**src/rtl/ram_req_adapter_if.sv**
```systemverilog
// Client request/response channel plus the RAM read/write port of the adapter.
// The slave modport is the adapter; master is whatever drives the client side and models the RAM.
interface ram_req_adapter_if #(
    parameter int DBITS = 8,
    parameter int ABITS = 12
);
    logic             req_valid;
    logic             req_ready;
    logic [ABITS-1:0] req_addr;
    logic             req_we;
    logic [DBITS-1:0] req_wdata;
    logic             resp_valid;
    logic             resp_ready;
    logic [DBITS-1:0] resp_rdata;
    logic             init_done;
    logic [ABITS-1:0] ram_addr;
    logic             ram_re;
    logic             ram_we;
    logic [DBITS-1:0] ram_wr;
    logic [DBITS-1:0] ram_rd;

    modport slave (
        input  req_valid, req_addr, req_we, req_wdata, resp_ready, ram_rd,
        output req_ready, resp_valid, resp_rdata, init_done,
               ram_addr, ram_re, ram_we, ram_wr
    );

    modport master (
        output req_valid, req_addr, req_we, req_wdata, resp_ready, ram_rd,
        input  req_ready, resp_valid, resp_rdata, init_done,
               ram_addr, ram_re, ram_we, ram_wr
    );
endinterface

```
**src/rtl/ram_req_adapter.sv**
```systemverilog
// Requester front end for the dual-port RAM: zero-fills the RAM after reset, then turns
// valid/ready requests into RAM accesses and returns read data through a 2-entry FIFO.
module ram_req_adapter #(
    parameter int DBITS = 8,
    parameter int ABITS = 12
) (
    input  logic              clk,
    input  logic              rst,
    ram_req_adapter_if.slave  bus
);
    localparam int               DEPTH = 1 << ABITS;
    localparam logic [ABITS-1:0] LAST  = ABITS'(DEPTH - 1);

    typedef enum logic {S_INIT, S_RUN} state_t;

    state_t           state_q, state_d;
    logic [ABITS-1:0] init_cnt_q, init_cnt_d;
    logic             init_done_q, init_done_d;
    logic             inflight_q, inflight_d;
    logic [1:0]       count_q, count_d;
    logic             rd_ptr_q, wr_ptr_q;
    logic             push, pop, credit, req_ready, fire;
    logic [DBITS-1:0] head;

    // Next-state logic: INIT walks every address once, then RUN is held until reset.
    always_comb begin
        state_d     = state_q;
        init_cnt_d  = init_cnt_q;
        init_done_d = init_done_q;
        if (state_q == S_INIT) begin
            init_cnt_d = init_cnt_q + ABITS'(1);
            if (init_cnt_q == LAST) begin
                state_d     = S_RUN;
                init_done_d = 1'b1;
            end
        end
    end

    // A slot is owed to every queued or in-flight read; a same-cycle pop frees one early.
    assign pop        = (count_q != 2'd0) && bus.resp_ready;
    assign push       = inflight_q;
    assign credit     = ({1'b0, count_q} + {2'b00, inflight_q}) < 3'd2;
    assign req_ready  = (state_q == S_RUN) && (credit || pop);
    assign fire       = bus.req_valid && req_ready;
    assign inflight_d = fire && !bus.req_we;
    assign count_d    = count_q + {1'b0, push} - {1'b0, pop};

    always_comb begin
        bus.ram_addr = '0;
        bus.ram_wr   = '0;
        bus.ram_re   = 1'b0;
        bus.ram_we   = 1'b0;
        if (rst) begin
            if (state_q == S_INIT) begin
                bus.ram_addr = init_cnt_q;
                bus.ram_we   = 1'b1;
            end else begin
                bus.ram_addr = bus.req_addr;
                bus.ram_wr   = bus.req_wdata;
                bus.ram_we   = fire && bus.req_we;
                bus.ram_re   = fire && !bus.req_we;
            end
        end
    end

    always_ff @(posedge clk) begin
        if (!rst) begin
            state_q     <= S_INIT;
            init_cnt_q  <= '0;
            init_done_q <= 1'b0;
            inflight_q  <= 1'b0;
            count_q     <= 2'd0;
            rd_ptr_q    <= 1'b0;
            wr_ptr_q    <= 1'b0;
        end else begin
            assert (!(push && !pop && count_q == 2'd2));
            state_q     <= state_d;
            init_cnt_q  <= init_cnt_d;
            init_done_q <= init_done_d;
            inflight_q  <= inflight_d;
            count_q     <= count_d;
            if (push) wr_ptr_q <= ~wr_ptr_q;
            if (pop)  rd_ptr_q <= ~rd_ptr_q;
        end
    end

    genvar gi;
    generate
        for (gi = 0; gi < 2; gi++) begin : g_slot
            logic [DBITS-1:0] slot_q;
            always_ff @(posedge clk) begin
                if (!rst)
                    slot_q <= '0;
                else if (push && (wr_ptr_q == 1'(gi)))
                    slot_q <= bus.ram_rd;
            end
        end
    endgenerate

    assign head           = rd_ptr_q ? g_slot[1].slot_q : g_slot[0].slot_q;
    assign bus.req_ready  = req_ready;
    assign bus.resp_valid = (count_q != 2'd0);
    assign bus.resp_rdata = head;
    assign bus.init_done  = init_done_q;
endmodule

```
**src/flat_wrapper.sv**
```systemverilog
// flat-port wrapper written by rule: the top's interface ports become plain ports
module ram_req_adapter_flat 
#(
    parameter int DBITS = 8,
    parameter int ABITS = 12
)
  (clk, rst, bus_req_valid, bus_req_addr, bus_req_we, bus_req_wdata, bus_resp_ready, bus_ram_rd, bus_req_ready, bus_resp_valid, bus_resp_rdata, bus_init_done, bus_ram_addr, bus_ram_re, bus_ram_we, bus_ram_wr);
  ram_req_adapter_if #(.DBITS(DBITS), .ABITS(ABITS)) bus_i ();
  input  logic clk;
  input  logic rst;
  input wire logic [$bits(bus_i.req_valid)-1:0] bus_req_valid;
  input wire logic [$bits(bus_i.req_addr)-1:0] bus_req_addr;
  input wire logic [$bits(bus_i.req_we)-1:0] bus_req_we;
  input wire logic [$bits(bus_i.req_wdata)-1:0] bus_req_wdata;
  input wire logic [$bits(bus_i.resp_ready)-1:0] bus_resp_ready;
  input wire logic [$bits(bus_i.ram_rd)-1:0] bus_ram_rd;
  output wire logic [$bits(bus_i.req_ready)-1:0] bus_req_ready;
  output wire logic [$bits(bus_i.resp_valid)-1:0] bus_resp_valid;
  output wire logic [$bits(bus_i.resp_rdata)-1:0] bus_resp_rdata;
  output wire logic [$bits(bus_i.init_done)-1:0] bus_init_done;
  output wire logic [$bits(bus_i.ram_addr)-1:0] bus_ram_addr;
  output wire logic [$bits(bus_i.ram_re)-1:0] bus_ram_re;
  output wire logic [$bits(bus_i.ram_we)-1:0] bus_ram_we;
  output wire logic [$bits(bus_i.ram_wr)-1:0] bus_ram_wr;
  assign bus_i.req_valid = bus_req_valid;
  assign bus_i.req_addr = bus_req_addr;
  assign bus_i.req_we = bus_req_we;
  assign bus_i.req_wdata = bus_req_wdata;
  assign bus_i.resp_ready = bus_resp_ready;
  assign bus_i.ram_rd = bus_ram_rd;
  assign bus_req_ready = bus_i.req_ready;
  assign bus_resp_valid = bus_i.resp_valid;
  assign bus_resp_rdata = bus_i.resp_rdata;
  assign bus_init_done = bus_i.init_done;
  assign bus_ram_addr = bus_i.ram_addr;
  assign bus_ram_re = bus_i.ram_re;
  assign bus_ram_we = bus_i.ram_we;
  assign bus_ram_wr = bus_i.ram_wr;
  ram_req_adapter #(.DBITS(DBITS), .ABITS(ABITS)) u_core (.clk(clk), .rst(rst), .bus(bus_i));
endmodule
```
**config.mk**
```make
export PLATFORM = sky130hd
export DESIGN_NAME = ram_req_adapter_flat
export DESIGN_NICKNAME = d
export VERILOG_FILES = /design/src/rtl/ram_req_adapter_if.sv /design/src/rtl/ram_req_adapter.sv /design/src/flat_wrapper.sv
export SDC_FILE = /design/constraint.sdc
export NUM_CORES = 1
export LEC_CHECK = 0
export ABC_AREA = 1
export CORE_ASPECT_RATIO = 1.4
export CORE_MARGIN = 2
export CORE_UTILIZATION = 49
export CTS_BUF_LIST = sky130_fd_sc_hd__clkbuf_8
export DETAILED_ROUTE_END_ITERATION = 12
export PLACE_DENSITY = 0.95
export RECOVER_POWER = 25
export SYNTH_ARGS = -nofsm -noshare
export SYNTH_HDL_FRONTEND = slang
export SYNTH_SLANG_ARGS = --single-unit
```
**constraint.sdc**
```tcl
create_clock -name clk -period 2.4 [get_ports clk]
set_clock_uncertainty 0.2 [all_clocks]
set_input_delay 0.6 -clock clk [delete_from_list [all_inputs] [get_ports clk]]
set_output_delay 0.6 -clock clk [all_outputs]
set_load 0.02 [all_outputs]
```
==> out/metrics.csv <==
stage,metric,value,unit
status,outcome,finished clean,
timing,Worst-Margin Slew,0.430,ns
timing,final setup vio count,0,
synth,number of synthesized flops with an enable pin,0,
synth,top post-synthesis cells by count,"nor2_1, nand2_1, inv_1, dfxtp_1, o21ai_0",
setup_path,reg-to-reg endpoint,u_core.count_q[1],
routing,drt pass-1 iters,5,
clock_tree,Num CTS Buffers,5,
synth,post-synthesis instance total,284,
synth,ys async rst share,0,%
synth,Syn Area/Cell,6.34,µm²
floorplanning,Die Area,4180,µm²
place,dpl cells,391,
routing,Vias/cell,5.09,
timing,hold slack,0.286,ns
synth,post-synth top area cell,dfxtp_1,
setup_path,"Cell Chain, Critical Path",clkdlybuf4s50_1 > nand2_2 > nand2_2 > nand3_2 > nor2_1 > buf_4,
routing,antenna-violating nets left,0,
finish,Final #Nets,394,
global_route,vias in the first global route,1819,
routing,drt drc,0,
global_route,Congestion Overflow GR,0,
finish,Multi-input gate area,887,µm²
place,PortBufs,65,
synth,Syn. warnings,0,
setup_path,crit path capture type,output port,
setup_path,WP buf/inv,2,
floorplanning,chip width,55.2,µm
setup_path,flop-to-flop setup slack,0.57,ns
finish,Reg area,702,µm²
setup_path,CP most frequent cell,nand2_2,
power_and_ir_drop,Total Power,1250,µW
setup_path,critical path's slowest cell,clkdlybuf4s50_1,
timing,fin crit share,98.6,%
setup_path,"delay-heaviest family, CP",buffers and inverters,
routing,wl on met1,1850,µm
setup_path,critical path's largest stage delay,0.47,ns
finish,share of layout cells above drive strength 1,13.4,%
timing,Rel. slew slack,71.3,%
timing,Fin. Hold Viols,0,
setup_path,reg2reg start,u_core.count_q[1],
finish,Antenna Cells,0,
setup_path,WP data arrival,1.57,ns
finish,P&R area growth vs syn,45.0,%
finish,Final Core Density,73.0,%
global_route,global-route wire length before repair,7580,µm
timing,clock period minus worst slack,2.37,ns
synth,ys flop type,dfxtp_1,
clock_tree,CTS Hold Buffers Added,0,
hold_path,min-delay worst type,flop to flop,
global_route,largest net degree at the start of global routing,28,
clock_tree,Worst-path clk slew,0.07,ns
clock_tree,CTS tree,built,
routing,post-DR wirelength/cell,12.0,µm
clock_tree,Clock Path Buffers,2,
setup_path,Critical Path RT,1.60,ns
timing,Fmax,0.423,GHz
routing,met3 wire length,300,µm
floorplanning,Ports,66,
floorplanning,core box area,3580,µm²
setup_path,Crit Path Class,input port to output port,
clock_tree,H-tree Lvls,2,
global_route,initial antenna violation count,0,
global_route,total global-route track usage,22.7,%
synth,"top cells by area, synth","dfxtp_1, nor2_1, nand2_1",
hold_path,critical hold path startpoint,u_core.g_slot[1].slot_q[4],
floorplanning,Initial Utilization,50.3,%
clock_tree,CTS root buffer,clkbuf_8,
finish,final non-filler cell total,400,
setup_path,R2R depth,11,
synth,count of different cell masters after synthesis,20,
clock_tree,clk sinks,35,
routing,Iteration-0 DRC Markers,67,
synth,Mapped Area,1800,µm²
place,Post-DP HPWL,3380,µm
finish,Fillers,277,
power_and_ir_drop,Leak,0.00129,µW
synth,share of the synthesized area in the top cell type,38.9,%
hold_path,worst hold endpoint,u_core.g_slot[1].slot_q[4],
routing,drt total wl,4780,µm
routing,DR top layer,met4,
place,routability cong.,0.858,
power_and_ir_drop,maximum VDD drop,0.000453,V
power_and_ir_drop,pwr dens,479,nW/µm²
clock_tree,later-pin clock latency in the skew report,0.29,ns
synth,proportion of synthesized chip area in sequential cells,38.9,%
setup_path,Startpoint Class,input port,
floorplanning,# rows,26,
synth,#FFs+latches synth,35,
synth,"count leader, synth",nor2_1,
setup_path,peak fanout along the critical path,3,
routing,Vias,2035,
synth,syn nets,320,
timing,"Slew Viols, Final",0,
job,MaxCap Viol Count,0,
hold_path,Hold Path Depth,2,
routing,metal2 WL,2460,µm
floorplanning,Die Ht,75.7,µm
==> cell families after synthesis <==
group,synth area share (%)
adder cells (fa/ha/maj),2.09
AO/OA/AOI/OAI,14.6
AND/OR/NAND/NOR,32.7
buffers and inverters,11.3
flip-flops,38.9
XOR/XNOR,0.487
==> where the power goes <==
part / total [µW] / internal, µW / switching (µW)
clock: 440 / 225 / 215
sequential: 608 / 596 / 12.0
combinational: 203 / 105 / 97.5
total: 1250 / 926 / 324
==> worst reg2reg max path, delay by kind of cell, from the launching register on <==
family,cells,cell delay (ns)
AO/OA/AOI/OAI,2,0.19
XOR/XNOR,1,0.13
adder cells (fa/ha/maj),2,0.43
buffers and inverters,4,0.29
flip-flops,1,0.30
AND/OR/NAND/NOR,2,0.19
==> stage by stage <==
step,worst slack (ns),setup TNS [ns],instance area [µm²]
6_report,0.0336,0,2610
2_1_floorplan,0.189,0,1800
3_3_place_gp,-0.633,-12.06,2540
5_1_grt,-0.0149,-0.0288,2610
4_1_cts,0.00266,0,2630
3_5_place_dp,-0.626,-12.11,2540
==> cell usage in the layout, fill, tap and decap left out, types with 4 or more instances in the layout <==
master and n:
buf_2 7, dlymetal6s2s_1 6, nor2_1 65, a21oi_1 16, nand3_1 14, nand2_1 54
buf_4 11, clkdlybuf4s15_2 11, clkbuf_8 6, dfxtp_1 34, nor3_1 4, o21ai_0 34
clkdlybuf4s50_1 35, inv_1 36
==> sequential cells by signal (all words and copies together), names as in the netlist <==
name	count
u_core.state_q	1
u_core.bus.init_done	1
u_core.inflight_q	1
u_core.init_cnt_q	12
u_core.rd_ptr_q	1
u_core.g_slot.slot_q	16
u_core.wr_ptr_q	1
u_core.count_q	2
==> worst max-delay path by stage <==
stage                                from                 to  slack, ns  cells past startpoint
after CTS                 u_core.rd_ptr_q  bus_resp_rdata[0]      0.003                      4
after global routing      u_core.rd_ptr_q  bus_resp_rdata[2]      -0.01                      4
after floorplan                       rst   bus_ram_addr[10]       0.19                      4
after detailed placement              rst         bus_ram_re      -0.63                      6
final                      bus_resp_ready         bus_ram_re       0.03                      6
after global placement                rst    bus_ram_addr[9]      -0.63                      5
==> area by class of cell <==
type                       count  area share, %
multi-input combinational    199           34.0
sequential                    35           26.9
timing repair buffer          76           27.6
tap                           42           2.01
inverter                      40           5.99
clock inverter                 1          0.192
timing repair inverter         1          0.192
clock buffer                   6           3.16
==> repair_timing <==
action | CTS | global route
resized for setup | 70 | 23
pin swaps | 0 | 2
cloned | 0 | 1
buffers inserted | 0 | 1
endpoints found under the setup margin | 23 | 30
==> per-layer routing <==
metal	track usage, %	up-vias
li1	-	1038
met1	23.2	893
met2	41.5	85
met3	6.28	19
met4	14.4	0
met5	0	-
Note: power is estimated with default switching activity, not from simulation.
